$ cat src/rtl/gen_raddr_ctrl.sv
`default_nettype none
// ============================================================================
//  Module   : gen_raddr_ctrl
//  Purpose  : Read-address generator for a two-bank ping-pong row buffer.
//             Each full bank is swept 8 times (one sweep per bit plane),
//             row by row, and then released back to the writer.
//  Options  : GEN_RADDR_ROW_GAP_EN - when defined, inserts a 2-cycle gap
//             after every row except the last row of the final pass.
//  Revision : 1.0 - initial release
// ============================================================================
module gen_raddr_ctrl #(
  parameter int COLS   = 8,
  parameter int ROWS   = 8,
  parameter int ADDR_W = 7
) (
  input  logic              SYS_CLK,
  input  logic              SYS_RST,
  input  logic [1:0]        BANK_FULL,
  input  logic              DOWN_READY,
  output logic [ADDR_W-1:0] RADDR,
  output logic              RD_EN,
  output logic              GEN_RADDR_START,
  output logic              GEN_RADDR_HSYNC,
  output logic [1:0]        BANK_RELEASE,
  output logic              BUSY
);

  localparam int COL_W = (COLS > 1) ? $clog2(COLS) : 1;
  localparam int ROW_W = (ROWS > 1) ? $clog2(ROWS) : 1;
  localparam logic [ADDR_W-1:0] BANK_WORDS = ADDR_W'(ROWS * COLS);
  localparam logic [ADDR_W-1:0] ROW_WORDS  = ADDR_W'(COLS);
  localparam logic [COL_W-1:0]  COL_LAST   = COL_W'(COLS - 1);
  localparam logic [ROW_W-1:0]  ROW_LAST   = ROW_W'(ROWS - 1);

  typedef enum logic [1:0] {
    IDLE    = 2'd0,
    SWEEP   = 2'd1,
    GAP     = 2'd2,
    RELEASE = 2'd3
  } state_t;

  state_t           state;
  state_t           state_next;
  logic             bsel;
  logic [COL_W-1:0] col;
  logic [ROW_W-1:0] row;
  logic [2:0]       pass;
  logic             col_last;
  logic             row_last;
  logic             pass_last;

`ifdef GEN_RADDR_ROW_GAP_EN
  logic             gap_cnt;
`endif

  assign col_last  = (col == COL_LAST);
  assign row_last  = (row == ROW_LAST);
  assign pass_last = (pass == 3'd7);

  // Flat buffer address: bank base + row offset + column.
  assign RADDR = (bsel ? BANK_WORDS : '0) + ADDR_W'(row) * ROW_WORDS + ADDR_W'(col);

  // Next-state decode and per-cycle strobes; all outputs default low.
  always_comb begin
    state_next      = state;
    RD_EN           = 1'b0;
    GEN_RADDR_START = 1'b0;
    GEN_RADDR_HSYNC = 1'b0;
    BANK_RELEASE    = 2'b00;
    BUSY            = (state != IDLE);
    case (state)
      IDLE: begin
        // Only the bank the pointer selects may start a sweep.
        if (BANK_FULL[bsel]) state_next = SWEEP;
      end
      SWEEP: begin
        if (DOWN_READY) begin
          RD_EN           = 1'b1;
          GEN_RADDR_START = (row == '0) && (col == '0);
          GEN_RADDR_HSYNC = col_last;
          if (col_last && row_last && pass_last) begin
            state_next = RELEASE;
          end
`ifdef GEN_RADDR_ROW_GAP_EN
          else if (col_last) begin
            state_next = GAP;
          end
`endif
        end
      end
      GAP: begin
`ifdef GEN_RADDR_ROW_GAP_EN
        if (gap_cnt) state_next = SWEEP;
`else
        state_next = IDLE;
`endif
      end
      RELEASE: begin
        BANK_RELEASE = bsel ? 2'b10 : 2'b01;
        state_next   = IDLE;
      end
      default: state_next = IDLE;
    endcase
  end

  // State register plus sweep counters; counters move only on a consumed address.
  always_ff @(posedge SYS_CLK or posedge SYS_RST) begin
    if (SYS_RST) begin
      state <= IDLE;
      bsel  <= 1'b0;
      col   <= '0;
      row   <= '0;
      pass  <= 3'd0;
    end else begin
      state <= state_next;
      if (RD_EN) begin
        if (col_last) begin
          col <= '0;
          if (row_last) begin
            row  <= '0;
            pass <= pass + 3'd1;  // 7 wraps to 0 at the end of the last plane
          end else begin
            row <= row + ROW_W'(1);
          end
        end else begin
          col <= col + COL_W'(1);
        end
      end
      if (state == RELEASE) bsel <= ~bsel;
    end
  end

`ifdef GEN_RADDR_ROW_GAP_EN
  // Two-cycle gap timer: cleared outside GAP, toggles once inside it.
  always_ff @(posedge SYS_CLK or posedge SYS_RST) begin
    if (SYS_RST) begin
      gap_cnt <= 1'b0;
    end else begin
      gap_cnt <= (state == GAP) ? ~gap_cnt : 1'b0;
    end
  end
`endif

endmodule
`default_nettype wire

$ cat config.mk
export PLATFORM = sky130hd
export DESIGN_NAME = gen_raddr_ctrl
export DESIGN_NICKNAME = d
export VERILOG_FILES = /design/src/rtl/gen_raddr_ctrl.sv
export SDC_FILE = /design/constraint.sdc
export NUM_CORES = 1
export LEC_CHECK = 0
export BUFFER_PORTS_ARGS = -buffer_cell sky130_fd_sc_hd__buf_2
export CORE_MARGIN = 3
export CORE_UTILIZATION = 40
export CTS_BUF_LIST = sky130_fd_sc_hd__clkbuf_8
export DETAILED_ROUTE_END_ITERATION = 16
export PLACE_DENSITY_LB_ADDON = 0.2
export SYNTH_ARGS = -nofsm -noshare
export SYNTH_HDL_FRONTEND = slang
export SYNTH_SLANG_ARGS = --single-unit
$ cat constraint.sdc
create_clock -name SYS_CLK -period 1.4 [get_ports SYS_CLK]
set_input_delay 0.28 -clock SYS_CLK [delete_from_list [all_inputs] [get_ports SYS_CLK]]
set_output_delay 0.28 -clock SYS_CLK [all_outputs]
set_load 0.05 [all_outputs]
## After elaboration in Yosys (flattened, before gate mapping)

Cells that the tools add are included.

- $add $sub $neg: 5
- Magnitude comparators: 1
- Equality and inequality tests: 9
- Multiplexer cells: 17
- Bitwise operators: 1
- Reductions and logical operators: 11

Operator list:

| operator | count |
|---|---|
| $mux W2 | 5 |
| $add A3 B1 Y3 const B | 3 |
| $eq A3 B3 Y1 const B | 3 |
| $mux W1 | 8 |
| $add A7 B3 Y7 | 1 |
| $add A7 B6 Y7 | 1 |
| $mux W7 | 1 |
| $logic_not A3 Y1 | 2 |
| $mux W3 | 2 |
| $ne A2 B2 Y1 const B | 3 |
| $pmux W2 S3 | 1 |
| $reduce_and A3 Y1 | 2 |
| $eq A2 B2 Y1 const B | 2 |
| $logic_and A1 B1 Y1 | 3 |
| $eq A2 B1 Y1 const B | 1 |
| $logic_not A2 Y1 | 1 |
| $lt A1 B2 Y1 const B | 1 |
| $reduce_and A2 Y1 | 1 |
| $reduce_bool A2 Y1 | 1 |
| $reduce_or A2 Y1 | 1 |
| $not A1 Y1 | 1 |

- Register bits: 12
- Bits of input ports: 5
- Output and inout bits: 13
- Logic and storage cells: 49

## Longest topological paths before layout

- Word-level depth: 6
- Gate-level depth with buffers: 4
- Mapped depth without buffers: 4

## Worst setup path after synthesis

Ideal clock, no wire load.

- Path type: reg2out
- From: register col[0]
- To: output port GEN_RADDR_START
- Data arrival time: 2,330 ps
- Slack: -1,210 ps
- Cell stages (with the launch flop): 5
- Buffers on the path: 0
- Cell sequence: dfrtp_1 -> inv_1 -> ha_1 -> nand2_1 -> nor4_1

- Word-level cells in the longest chain between the ends: 4

Ends and longest elaborated chain:

| element | line | text |
|---|---|---|
| start, declared | 45 | `logic [COL_W-1:0] col;` |
| start signal, assigned | 126 | `col <= col + COL_W'(1);` |
| $logic_not A3 Y1 | 79 | `GEN_RADDR_START = (row == '0) && (col == '0);` |
| $logic_and A1 B1 Y1 | 79 |  |
| $mux W1 | 77 | `if (DOWN_READY) begin` |
| $mux W1 | 71 | `case (state)` |
| end, declared | 22 | `output logic GEN_RADDR_START,` |

Every way passes these cells.

## Final worst setup path

- From: register col[0]
- To: output port GEN_RADDR_HSYNC

- Word-level cells in the longest chain between the ends: 3

Ends and longest elaborated chain:

| element | line | text |
|---|---|---|
| $eq A3 B3 Y1 | 56 | `assign col_last = (col == COL_LAST);` |
| $mux W1 | 77 |  |
| $mux W1 | 71 |  |
| end, declared | 23 | `output logic GEN_RADDR_HSYNC,` |

Every way passes these cells.

==> results.cfg <==
[outcome]
run_status = complete, but fails checks
violations = setup timing

[global_routing]
grt_max_degree = 13
grt_pass1_wl_um = 2050
grt_pass1_vias = 485
antenna_found_initial = 0
overflow = 0
grt_usage_pct = 14.0

[timing]
hold_violations = 0
fin_ws_ns = -0.160
clock.fmax_mhz = 641
rsz0062_at_grt = yes
relSlewSlack_pct = 69.7
whs_ns = 0.0358
slew_viol_final = 0
tightestPinTransition_ns = 0.454
clock_skew_ns = 0.00532
min_period_over_period_pct = 111
min_period_ns = 1.56
setup_viol = 7

[routing]
dr_total_vias = 493
first_iter_violations = 7
post-route-drc-count = 0
vias_per_cell = 5.08
postRouteWirelength_um = 1280
post_drt_wl_per_cell_um = 13.2
drtPass1Iterations = 4
drtAntennaViolNets = 0

[logic_synthesis]
syn_avg_cell_area_um2 = 11.6
synth_cells = 56
yosysTopAreaCell = dfrtp_1
synthesis.nets = 69
synth_top_area_share_pct = 46.3
ys_seq_area_share_pct = 46.3
netlist_top_cells_area = dfrtp_1 (46%), ha_1 (15%), mux2_2 (5.2%)
yosys_warnings = 0
syn_area_um2 = 648
yosysUniqueCellTypes = 22
ys_ff_latch = 12

[place]
dp.cells = 90
dp_hpwl_um = 873
routabilityCongestion = 0.708
io_buffers = 17

[finish]
final_nets = 96
areaGrowthSynthToFinish_pct = 58.1
final_cell_mix = buf_2 (11), buf_6 (7), dfrtp_1 (6), dfrtp_2 (6)
diodes = 0
drive_gt1_share_pct = 72.0
stdcell_count = 97
final_common_cell = buf_2

[setup_path]
r2r_slack_ns = -0.12
cp-end-kind = output pin
cp.required_ns = 1.12
crit_fanout = 3
arrival_ns = 1.28
worstSetupPathType = flip-flop to output pin
startpoint_type = flip-flop

[pwr]
leakagePower_nw = 0.523
p_per_area_nw_per_um2 = 1660
vdd_drop_max_uv = 944

[clock_network]
htree_levels = 1
clock_path_buffers = 2
clock_latency_ns = 0.24
root_buffer = clkbuf_8
cts_tree = yes
cts_sinks = 12
clk_pin_slew_ns = 0.05
numCtsBuffers = 3

[floorplanning]
placementRows = 13
core-area_um2 = 1420
dieWidth_um = 46.3
io_pins = 18
die_h_um = 46.3
start_util_pct = 45.8
die_area_um2 = 2140

[worst_hold_path]
hold_class = input pin to asynchronous set/reset pin

[job]
cap_violations = 0
registers in the layout, indices dropped and copies added, names as in the netlist:
register / flops
bsel: 1
col: 3
pass: 3
row: 3
state: 2
cell usage after synthesis, drive strengths merged:
| cell type | instances |
|---|---|
| nor2 | 3 |
| buf | 1 |
| inv | 7 |
| nor4 | 1 |
| or2 | 1 |
| ha | 8 |
| o21ai | 2 |
| and3 | 2 |
| a211oi | 1 |
| xor2 | 1 |
| xnor2 | 1 |
| mux2 | 5 |
| dfrtp | 12 |
| nand3b | 1 |
| or3 | 1 |
| and2 | 1 |
| nand2 | 7 |
| nor2b | 1 |
where the power goes:
part	internal (W)	switching [W]
clock	0.000248	0.000122
combinational	0.000313	0.000496
sequential	0.000428	0.0000987
total	0.000989	0.000717
final timing paths:
check,startpoint,end,cells after the start
min in group SYS_CLK,BANK_FULL[1],state[0],3
worst max register to register,col[0],col[0],5
worst max-delay path,col[0],GEN_RADDR_HSYNC,5
worst min register to register,pass[0],pass[0],1
max in group asynchronous,SYS_RST,row[1],2
worst min-delay path,SYS_RST,pass[2],2
cells by family after synthesis:
kind of cell	count (synthesis)	synth area share, %
buffers and inverters	8	5.60
xor gates and xnor gates	2	2.70
and+or+nand+nor	18	17.4
DFF	12	46.3
adders and majority gates	8	15.4
muxes	5	9.85
AOI/OAI and AO/OA	3	2.70
worst max-delay path, cell delays in order (launching register included):
cell and delay (ns):
dfrtp_2 0.43, ha_4 0.17, ha_4 0.17, nand2_4 0.07, inv_1 0.05, buf_6 0.14
timing repair:
action	in CTS	in global routing
buffers inserted	3	0
hold buffers	0	0
gates resized for setup	22	11
setup endpoints to repair	13	13
pin swaps	3	1
gates cloned	0	0
layer usage:
layer / GRT usage, % / vias to the layer above / routed length (um)
met3: 7.03 / 0 / 91
met5: 0 / - / 0
met1: 17.5 / 240 / 538
li1: - / 237 / -
met2: 21.4 / 16 / 645
met4: 3.41 / 0 / 0
per-stage QoR:
stage	cell area (um^2)	power, W	setup TNS, ns	util, %	setup slack, ns
4_1_cts	981	0.00168	-0.577	69.3	-0.161
6_report	1020	0.00171	-0.651	72.4	-0.160
2_1_floorplan	699	0.00103	-1.18	-	-0.276
3_5_place_dp	818	0.00119	-0.249	57.8	-0.0620
5_1_grt	1020	0.00183	-1.01	72.4	-0.234
3_3_place_gp	818	0.00119	-0.136	57.8	-0.0340
layout make-up:
class / count / area (um^2)
Inverter: 7 / 28.8
Multi-Input combinational cell: 36 / 420
Fill cell: 105 / 390
Clock buffer: 4 / 55.1
Timing Repair Buffer: 23 / 194
Tap cell: 15 / 18.8
Sequential cell: 12 / 308
Power figures use the tool's default switching activity.
